### src/rtl/divider_iter_pkg.sv
// Shared definitions for the iterative divider: FSM encoding and iteration count.
package divider_iter_pkg;

    typedef enum logic [1:0] {
        ST_IDLE = 2'd0,
        ST_RUN  = 2'd1,
        ST_DONE = 2'd2
    } div_state_t;

    localparam int         ITER_COUNT = 32;
    localparam logic [5:0] ITER_LAST  = 6'(ITER_COUNT - 1);

endpackage

### src/rtl/divider_iter_div_step.sv
// One restoring shift-subtract step: trial-subtract the divisor from the shifted remainder.
module div_step #(
    parameter int WIDTH = 32
) (
    input  logic [WIDTH:0]   rem_in,
    input  logic [WIDTH-1:0] divisor,
    output logic [WIDTH-1:0] rem_out,
    output logic             q_bit
);

    logic [WIDTH:0] diff;

    // rem_in carries one extra MSB because the shifted remainder can reach 2*divisor-1.
    always_comb begin
        diff    = rem_in - {1'b0, divisor};
        q_bit   = (rem_in >= {1'b0, divisor});
        rem_out = q_bit ? diff[WIDTH-1:0] : rem_in[WIDTH-1:0];
    end

endmodule

### src/rtl/divider_iter.sv
// Iterative 32-cycle restoring divider (DIV/DIVU) producing quotient (LO) and remainder (HI).
module divider_iter
    import divider_iter_pkg::*;
#(
    parameter int WIDTH = 32
) (
    input  logic             clk,
    input  logic             rst,
    input  logic             start,
    input  logic             sign,
    input  logic [WIDTH-1:0] dividend,
    input  logic [WIDTH-1:0] divisor,
    output logic [WIDTH-1:0] q,
    output logic [WIDTH-1:0] r,
    output logic             busy,
    output logic             done,
    output logic             div_zero
);

    div_state_t         state, state_nxt;
    logic [5:0]         cnt;
    logic [2*WIDTH-1:0] acc;
    logic [WIDTH-1:0]   dvs_mag;
    logic [WIDTH-1:0]   dvd_raw;
    logic               q_neg;
    logic               r_neg;
    logic               dz;

    logic [WIDTH-1:0]   rem_nxt;
    logic               q_bit;
    logic [WIDTH-1:0]   quo_nxt;
    logic               last_step;

    function automatic logic [WIDTH-1:0] magnitude(input logic [WIDTH-1:0] x, input logic is_signed);
        logic signed [WIDTH-1:0] xs;
        xs = x;
        return (is_signed && xs < 0) ? WIDTH'(-xs) : x;
    endfunction

    function automatic logic [WIDTH-1:0] apply_sign(input logic [WIDTH-1:0] x, input logic neg);
        logic signed [WIDTH-1:0] xs;
        xs = x;
        return neg ? WIDTH'(-xs) : x;
    endfunction

    div_step #(.WIDTH(WIDTH)) u_step (
        .rem_in  ({acc[2*WIDTH-1:WIDTH], acc[WIDTH-1]}),
        .divisor (dvs_mag),
        .rem_out (rem_nxt),
        .q_bit   (q_bit)
    );

    assign quo_nxt   = {acc[WIDTH-2:0], q_bit};
    assign last_step = (cnt == ITER_LAST);

    always_ff @(negedge clk or posedge rst) begin
        if (rst) state <= ST_IDLE;
        else     state <= state_nxt;
    end

    always_comb begin
        state_nxt = state;
        busy      = 1'b0;
        done      = 1'b0;
        case (state)
            ST_IDLE: begin
                if (start) state_nxt = ST_RUN;
            end
            ST_RUN: begin
                busy = 1'b1;
                if (last_step) state_nxt = ST_DONE;
            end
            ST_DONE: begin
                done      = 1'b1;
                state_nxt = start ? ST_RUN : ST_IDLE;
            end
            default: state_nxt = ST_IDLE;
        endcase
    end

    // Operands are held as magnitudes; the sign fix-up is applied only on the final step.
    always_ff @(negedge clk or posedge rst) begin
        if (rst) begin
            cnt      <= '0;
            acc      <= '0;
            dvs_mag  <= '0;
            dvd_raw  <= '0;
            q_neg    <= 1'b0;
            r_neg    <= 1'b0;
            dz       <= 1'b0;
            q        <= '0;
            r        <= '0;
            div_zero <= 1'b0;
        end else begin
            case (state)
                ST_IDLE, ST_DONE: begin
                    if (start) begin
                        cnt     <= '0;
                        acc     <= {{WIDTH{1'b0}}, magnitude(dividend, sign)};
                        dvs_mag <= magnitude(divisor, sign);
                        dvd_raw <= dividend;
                        q_neg   <= sign & (dividend[WIDTH-1] ^ divisor[WIDTH-1]);
                        r_neg   <= sign & dividend[WIDTH-1];
                        dz      <= (divisor == '0);
                    end
                end
                ST_RUN: begin
                    cnt <= cnt + 6'd1;
                    acc <= {rem_nxt, quo_nxt};
                    if (last_step) begin
                        q        <= dz ? {WIDTH{1'b1}} : apply_sign(quo_nxt, q_neg);
                        r        <= dz ? dvd_raw : apply_sign(rem_nxt, r_neg);
                        div_zero <= dz;
                    end
                end
                default: ;
            endcase
        end
    end

endmodule

### config.mk
export PLATFORM = sky130hd
export DESIGN_NAME = divider_iter
export DESIGN_NICKNAME = d
export VERILOG_FILES = /design/src/rtl/divider_iter_pkg.sv /design/src/rtl/divider_iter_div_step.sv /design/src/rtl/divider_iter.sv
export SDC_FILE = /design/constraint.sdc
export NUM_CORES = 1
export LEC_CHECK = 0
export BUFFER_PORTS_ARGS = -buffer_cell sky130_fd_sc_hd__buf_2
export CAP_MARGIN = 30
export CELL_PAD_IN_SITES_DETAIL_PLACEMENT = 0
export CELL_PAD_IN_SITES_GLOBAL_PLACEMENT = 2
export CORE_ASPECT_RATIO = 0.5
export CORE_MARGIN = 4
export CORE_UTILIZATION = 39
export DETAILED_ROUTE_END_ITERATION = 7
export GPL_ROUTABILITY_DRIVEN = 0
export MAX_ROUTING_LAYER = met4
export PLACE_DENSITY_LB_ADDON = 0.15
export SYNTH_ARGS = -nofsm -noshare
export SYNTH_HDL_FRONTEND = slang
export SYNTH_SLANG_ARGS = --single-unit
### constraint.sdc
create_clock -name clk -period 19.85 [get_ports clk]
set_input_delay 3.97 -clock clk [delete_from_list [all_inputs] [get_ports clk]]
set_output_delay 3.97 -clock clk [all_outputs]
set_load 0.02 [all_outputs]
# Word-level counts from Yosys, hierarchy flattened
# Index checks and enable logic that the tools add are counted.
[word_totals] register_bits=204 in_bits=68 output_inout_bits=67 elab_cells=56
[op_classes] add_sub_neg=6 n_lt_le_gt_ge=3 n_eq_ne=6 mux=17 bitwise_logic=3 n_reduce_logical=10
[ops] op="$mux 32" n=7
[ops] op="$neg 32->32" n=4
[ops] op="$pmux 64 s2" n=1
[ops] op="$lt 32x1->1 const B" n=2
[ops] op="$mux 64" n=1
[ops] op="$ge 33x32->1" n=1
[ops] op="$logic_not 32->1" n=1
[ops] op="$sub 32x32->32" n=1
[ops] op="$pmux 6 s2" n=1
[ops] op="$reduce_and 2->1" n=4
[ops] op="$add 6x1->6 const B" n=1
[ops] op="$eq 6x5->1 const B" n=1
[ops] op="$mux 6" n=1
[ops] op="$ne 2x2->1 const B" n=3
[ops] op="$pmux 2 s3" n=1
[ops] op="$mux 2" n=2
[ops] op="$mux 1" n=3
[ops] op="$and 1x1->1" n=2
[ops] op="$eq 2x1->1 const B" n=1
[ops] op="$eq 2x2->1 const B" n=1
[ops] op="$logic_and 1x1->1" n=2
[ops] op="$logic_not 2->1" n=1
[ops] op="$reduce_bool 2->1" n=1
[ops] op="$reduce_or 2->1" n=1
[ops] op="$xor 1x1->1" n=1

# Longest topological paths before layout
# Gate-level depths: netlist of the first run.
[logic_depth] word_depth=5 mapped_depth=24 ltp_nobuf=19

# Modules after synthesis
# Synthesis of the first run repeated with hierarchy kept, for this count alone.
[hier_totals] cells_unflattened=1512 area_unflattened_um2=13172.6
[modules_own_cells] mod="divider_iter" instances=1 cells_per_inst=1182 area_each_um2=10781.6
[modules_own_cells] mod="div_step" instances=1 cells_per_inst=330 area_each_um2=2391.0

==> metrics.csv, run 1 <==
stage;metric;value;unit
floorplan;Die X;269.5;um
critical_path;Max Fanout on Critical Path;38;
drt;DRT iter0 DRCs;791;
sta;Worst slew margin;37.14;%
clock_network;clk_lat worst skew;540;ps
power;Leakage;6.509;nW
clock_network;Setup Fix Bufs, Post-CTS;0;
clock_network;total CTS buffers;22;
floorplan;Rows;47;
sta;Worst Skew;12.88;ps
drt;Routed Wire Length;42940;um
global_routing;GRT overflow;0;
logic_synthesis;Post-synth EDFFs;0;
logic_synthesis;Distinct cells, synth;78;
cells_and_area;area of the multi-input gates;0.007687;mm2
critical_path;startpoint types;register;
logic_synthesis;Synth async-reset ratio;100.0;%
floorplan;I/O pins;135;
clock_network;cts repair resizes;0;
power;Worst VDD drop;69.18;uV
place;Cell Area, Placed;0.01436;mm2
drt;ANT nets after route;0;
cells_and_area;diode count;0;
sta;Final Hold Viols;0;
clock_network;Root Driver;clkbuf_16;
clock_network;CTS sink cnt;204;
clock_network;CTS hold repair buffers;0;
cells_and_area;Final Cell Area;0.01517;mm2
critical_path;Setup crit end kind;output pin;
floorplan;full die area;0.03738;mm2
cells_and_area;share of cells above drive strength 1;12.73;%
critical_path;worst setup path class;register to output pin;
logic_synthesis;synth warn;0;
place;HPWL after detailed placement;32160;um
drt;routed vias/inst;5.587;
floorplan;Die Height;138.7;um
logic_synthesis;mux cell area share after synthesis;2.440;%
logic_synthesis;Yosys reg bits;204;
critical_path;Critical Path RT;15880;ps
drt;post-route DRC violation count;0;
logic_synthesis;top cells by count, synth;nand2_1, dfrtn_1, o21ai_0, nor2_1, a21oi_1;
critical_path;Reg2Reg Setup Slack;13600;ps
cells_and_area;Area Overhead vs Synth;13.81;%
critical_path;Worst R2R Path Depth;18;
global_routing;largest net degree at the start of global routing;137;
floorplan;initial core utilization;39.91;%
logic_synthesis;post-synthesis xor/xnor area fraction;8.861;%
critical_path;Worst R2R End;r[28]$_DFFE_NP0P_;
worst_hold_path;hold wc startpoint;r[14]$_DFFE_NP0P_;
sta;worst-margin pin slew;942.9;ps
cells_and_area;Layout Nets;1810;
clock_network;Clock transition at path regs;50;ps
drt;drt wl/cell;19.87;um
sta;hold slack;417.3;ps
sta;unrepaired setup endpoints after global routing;no;
critical_path;Worst EP arrival;12420;ps
worst_hold_path;Hold Path Class;register to register;
logic_synthesis;Yosys top cell area share;38.30;%
logic_synthesis;mapped cell area;0.01333;mm2
logic_synthesis;Synth Area in Simple Gates;18.88;%
logic_synthesis;largest family of logic cells by synthesized area;compound AO/OA/AOI/OAI gates;
worst_hold_path;Worst Hold Depth;2;
run_status;status;finished clean;
power;Pwr Density;197.1;mW/mm2
sta;number of setup violations in the final report;0;
floorplan;core area;0.03340;mm2
logic_synthesis;adder-cell share of the synthesized area;3.623;%
cells_and_area;Layout fillers;3402;
logic_synthesis;syn_nets;1719;
cells_and_area;register area;0.005105;mm2
global_routing;vias in the first global route;11510;
drt;via count;12070;
flow_run;max cap viols;0;
logic_synthesis;Cells after Synth;1613;
logic_synthesis;Seq/Total Area, Yosys;38.30;%
logic_synthesis;Primary FF master, synth;dfrtn_1;
place;# port buffers;134;
critical_path;Worst setup startpoint;state[1]$_DFFE_NP0P_;
global_routing;antenna violations before repair;0;
clock_network;Longest Clk Path Bufs;3;
clock_network;H-Tree Depth;1;
logic_synthesis;Compound-Gate Fraction of Synth Area;23.71;%
drt;drt first pass iters;5;
logic_synthesis;Avg Synthesized Cell Area;8.264;um2
sta;final setup TNS;0;ps
critical_path;crit path to;busy;
sta;fin. max-slew vios;0;
clock_network;CTS tree;done;
logic_synthesis;Synth area leaders;dfrtn_1, nand2_1, o21ai_0, xor2_1, a21oi_1;
logic_synthesis;count leader, synth;nand2_1;
power;total power;2.989;mW
global_routing;first-pass GRT wire length;66600;um
logic_synthesis;area leader, netlist;dfrtn_1;
global_routing;Global Route Usage Sum;22.79;%
critical_path;Critical R2R Launch;acc[51]$_DFFE_NP0P_;
[flip-flops by register name (all words and copies together) (netlist names)]
name      count
r_neg         1
q_neg         1
dvd_raw      32
q            32
r            32
state         2
acc          64
dvs_mag      32
dz            1
div_zero      1
cnt           6
[report_power, final]
part / internal (mW) / switching, mW / total [mW]
Sequential: 0.608 / 0.182 / 0.790
Clock: 0.252 / 0.183 / 0.436
Combinational: 0.646 / 1.12 / 1.76
Total: 1.51 / 1.48 / 2.99
[cell usage in the layout, fill, tap and decap left out, types with 9 or more instances in the layout]
| cell type | n |
|---|---|
| nor2_1 | 119 |
| clkbuf_16 | 22 |
| or3_1 | 9 |
| a21oi_1 | 115 |
| ha_1 | 37 |
| xnor2_1 | 64 |
| o211ai_1 | 13 |
| nand4_1 | 17 |
| or4_1 | 12 |
| a22oi_1 | 35 |
| buf_4 | 16 |
| o21ai_1 | 9 |
| and2_1 | 10 |
| nand3_1 | 17 |
| buf_2 | 134 |
| nor3_1 | 40 |
| a31oi_1 | 11 |
| o31ai_1 | 25 |
| dfrtn_1 | 204 |
| nand2b_1 | 16 |
| o21a_1 | 16 |
| xor2_1 | 69 |
| a211oi_1 | 12 |
| nor4_1 | 15 |
| nand2_1 | 263 |
| o41ai_1 | 17 |
| o21ai_0 | 181 |
| mux2i_1 | 28 |
| inv_1 | 54 |
[routing by layer]
metal  vias to the layer above  track usage, %  routed length, um
met4                         0           4.861                991
li1                       5935               -                  -
met3                        63           4.080               2535
met5                         -               -                  0
met2                       341           34.11              18730
met1                      5735           32.42              20680
[kinds of logic (layout without fill, tap and decap cells)]
logic type,after synthesis,count (layout)
adder cells (fa/ha/maj),38,38
multiplexers,32,32
XOR/XNOR,134,134
buffers and inverters,144,251
AO/OA/AOI/OAI,506,506
flip-flops,204,204
AND/OR/NAND/NOR,555,555
[through the flow]
step,setup WS (ps),util [%],instances
finish,3462,45.42,2161
global placement,3066,43.00,2119
detailed placement,2966,43.00,2119
global route,3200,45.42,2161
floorplan,586.1,-,1613
CTS,3476,45.25,2159
[cell type report]
cell class / count / share of cell area, %
sequential: 204 / 33.65
tap: 441 / 3.637
multi-input combinational: 1265 / 50.67
inverter: 59 / 1.509
timing repair buffer: 152 / 5.575
clock buffer: 30 / 4.223
clock inverter: 10 / 0.7340
[how the worst min path moves through the flow]
stage	end	slack, ps
floorplan	dvd_raw[25]$_DFFE_NP0P_	400
global placement	dvd_raw[13]$_DFFE_NP0P_	420
detailed placement	dvd_raw[26]$_DFFE_NP0P_	420
CTS	r[14]$_DFFE_NP0P_	430
global route	dvd_raw[26]$_DFFE_NP0P_	440
finish	r[14]$_DFFE_NP0P_	420
[critical path, cell delays in order, from the launching register on]
cell and delay [ps]:
dfrtn_1 390, nand2b_1 100, buf_4 350, clkinv_1 430, buf_4 400, buf_2 220
(Power assumes the default switching activity.)
==> inputs of run 2 (changes only) <==
Settings changed: CORE_UTILIZATION 39 to 33.
Clock period 19.85 ns to 14.6 ns, I/O delays scaled along.
==> run 2 against run 1 <==
  * Critical endpoint is now dvs_mag[29]$_DFFE_NP0P_
  * Largest power group unchanged
  * Utilization decreased by 6.6 points
  * Total power up 38%
  * Die area increased by 17%
  * Sequential share of layout area fell by 0.27 points
  * Register-to-register slack worse by 5100 ps
  * Via count increased by 1.2%
  * Worst setup slack got worse by 1500 ps
==> metrics.csv, run 2 (synthesis results as in run 1) <==
stage;metric;value;unit
run_status;status;finished clean;
critical_path;Crit path max-delay family;simple AND/OR/NAND/NOR gates;
clock_network;cts repair resizes;0;
critical_path;most numerous cell on the critical path;nand2_1;
cells_and_area;max reg flops;64;
power;total power;4.111;mW
global_routing;antenna violations before repair;2;
sta;worst-margin pin slew;979.3;ps
drt;via count;12220;
cells_and_area;share of cells above drive strength 1;12.72;%
critical_path;slowest CP cell;nor4_1;
power;Pwr Density;268.8;mW/mm2
global_routing;GRT overflow;0;
critical_path;worst setup path class;input pin to register;
clock_network;Setup Fix Bufs, Post-CTS;0;
cells_and_area;commonest non-fill, non-tap cell in the layout;nand2_1;
place;DP Worst Slack;1364;ps
cells_and_area;Area Overhead vs Synth;14.74;%
cells_and_area;area of the multi-input gates;0.007687;mm2
critical_path;Critical R2R Launch;acc[54]$_DFFE_NP0P_;
sta;number of setup violations in the final report;0;
cells_and_area;most frequent cells in the layout;nand2_1, dfrtn_1, o21ai_0, buf_2, nor2_1;
floorplan;initial core utilization;33.86;%
cells_and_area;final core occ;38.85;%
clock_network;CTS hold repair buffers;0;
worst_hold_path;Worst Hold Depth;2;
place;# port buffers;134;
sta;setup slack after layout;1982;ps
floorplan;core area;0.03937;mm2
sta;fin. max-slew vios;0;
worst_hold_path;hold wc startpoint;r[16]$_DFFE_NP0P_;
clock_network;Clock transition at path regs;40;ps
critical_path;Max Fanout on Critical Path;4;
cells_and_area;Layout fillers;4088;
clock_network;Root Driver;clkbuf_16;
power;internal power;2.056;mW
critical_path;Reg2Reg Setup Slack;8460;ps
critical_path;Worst EP arrival;5670;ps
critical_path;Worst R2R End;r[28]$_DFFE_NP0P_;
power;Flop pwr share;26.1;%
global_routing;first-pass GRT wire length;69200;um
floorplan;full die area;0.04387;mm2
sta;Worst slew margin;34.02;%
sta;Worst Skew;11.86;ps
critical_path;Setup crit end kind;register;
sta;hold slack;424.1;ps
place;HPWL after detailed placement;33740;um
power;share of total power in the clock network;14.6;%
critical_path;Worst R2R Path Depth;18;
clock_network;Longest Clk Path Bufs;3;
critical_path;crit-path cells;buf_2 > nor3_1 > nand2_1 > nor4_1 > nand2b_1 > nor3_1 > nand2_1 > nor4_1 > nand2_1 > o41ai_1 > xor2_1 > o21ai_0;
critical_path;Critical Path RT;7650;ps
drt;routed vias/inst;5.420;
clock_network;H-Tree Depth;1;
worst_hold_path;Hold Path Class;register to register;
power;Worst VDD drop;90.54;uV
clock_network;CTS sink cnt;204;
power;combinational share of power;59.3;%
critical_path;Buf+Inv Stages, Crit Path;1;
drt;Routed Wire Length;44880;um
drt;post-route DRC violation count;0;
power;Leakage;6.507;nW
drt;ANT nets after route;0;
floorplan;I/O pins;135;
sta;final setup TNS;0;ps
floorplan;Die X;292.2;um
drt;drt first pass iters;5;
clock_network;total CTS buffers;23;
global_routing;largest net degree at the start of global routing;134;
worst_hold_path;Hold Path Sink;r[16]$_DFFE_NP0P_;
clock_network;CTS tree;done;
cells_and_area;register area;0.005105;mm2
cells_and_area;Layout Nets;1812;
drt;DRT iter0 DRCs;933;
global_routing;vias in the first global route;11620;
clock_network;clk_lat worst skew;540;ps
cells_and_area;Biggest register;acc;
drt;drt wl/cell;19.91;um
floorplan;Die Height;150.1;um
critical_path;startpoint types;input pin;
power;P_sw;2.055;mW
global_routing;Global Route Usage Sum;20.50;%
sta;Final Hold Viols;0;
floorplan;Rows;51;
critical_path;CP peak stage delay;580;ps
power;Net Sw Frac;49.99;%
sta;unrepaired setup endpoints after global routing;no;
flow_run;max cap viols;0;
run 2: how the worst max path moves through the flow:
stage | from | to | cells after the start
after global routing | divisor[8] | dvs_mag[29]$_DFFE_NP0P_ | 12
after detailed placement | divisor[6] | dvs_mag[29]$_DFFE_NP0P_ | 12
after global placement | divisor[6] | dvs_mag[29]$_DFFE_NP0P_ | 12
after floorplan | rst | acc[0]$_DFFE_NP0P_ | 1
final | divisor[6] | dvs_mag[29]$_DFFE_NP0P_ | 12
after CTS | divisor[6] | dvs_mag[29]$_DFFE_NP0P_ | 12
run 2: layout make-up:
cell class	instances	share of cell area (%)
multi-input combinational	1265	50.26
clock inverter	6	0.4581
inverter	59	1.473
tap	530	4.336
sequential	204	33.38
timing repair buffer	153	5.481
antenna	2	0.03272
clock buffer	35	4.581
run 2: per-layer routing:
metal | wire (um) | global-route usage [%]
met1 | 22400 | 29.80
met2 | 19550 | 30.91
met3 | 2226 | 2.904
met4 | 698 | 3.403
met5 | 0 | -
run 2: worst reg2reg max path: cells and delay by family (launching register included):
kind / cells / cell delay [ps]
compound gates: 5 / 1530
fa+ha+maj: 2 / 810
buf+inv: 1 / 490
flops: 1 / 430
mux: 2 / 640
simple gates: 8 / 2060
run 2: power groups by stage:
stage	logic, mW	registers (mW)	clock network (mW)
6_report	2.44	1.07	0.602
5_1_grt	2.68	1.11	0.641
4_1_cts	2.41	1.07	0.619
3_5_place_dp	2.41	1.08	0
3_3_place_gp	2.38	1.07	0
2_1_floorplan	1.63	1.10	0
run 2: stage by stage:
stage	cells	area (um2)
6_report	2254	15290
5_1_grt	2253	15290
4_1_cts	2252	15290
3_5_place_dp	2211	14520
3_3_place_gp	2210	14500
2_1_floorplan	1613	13330
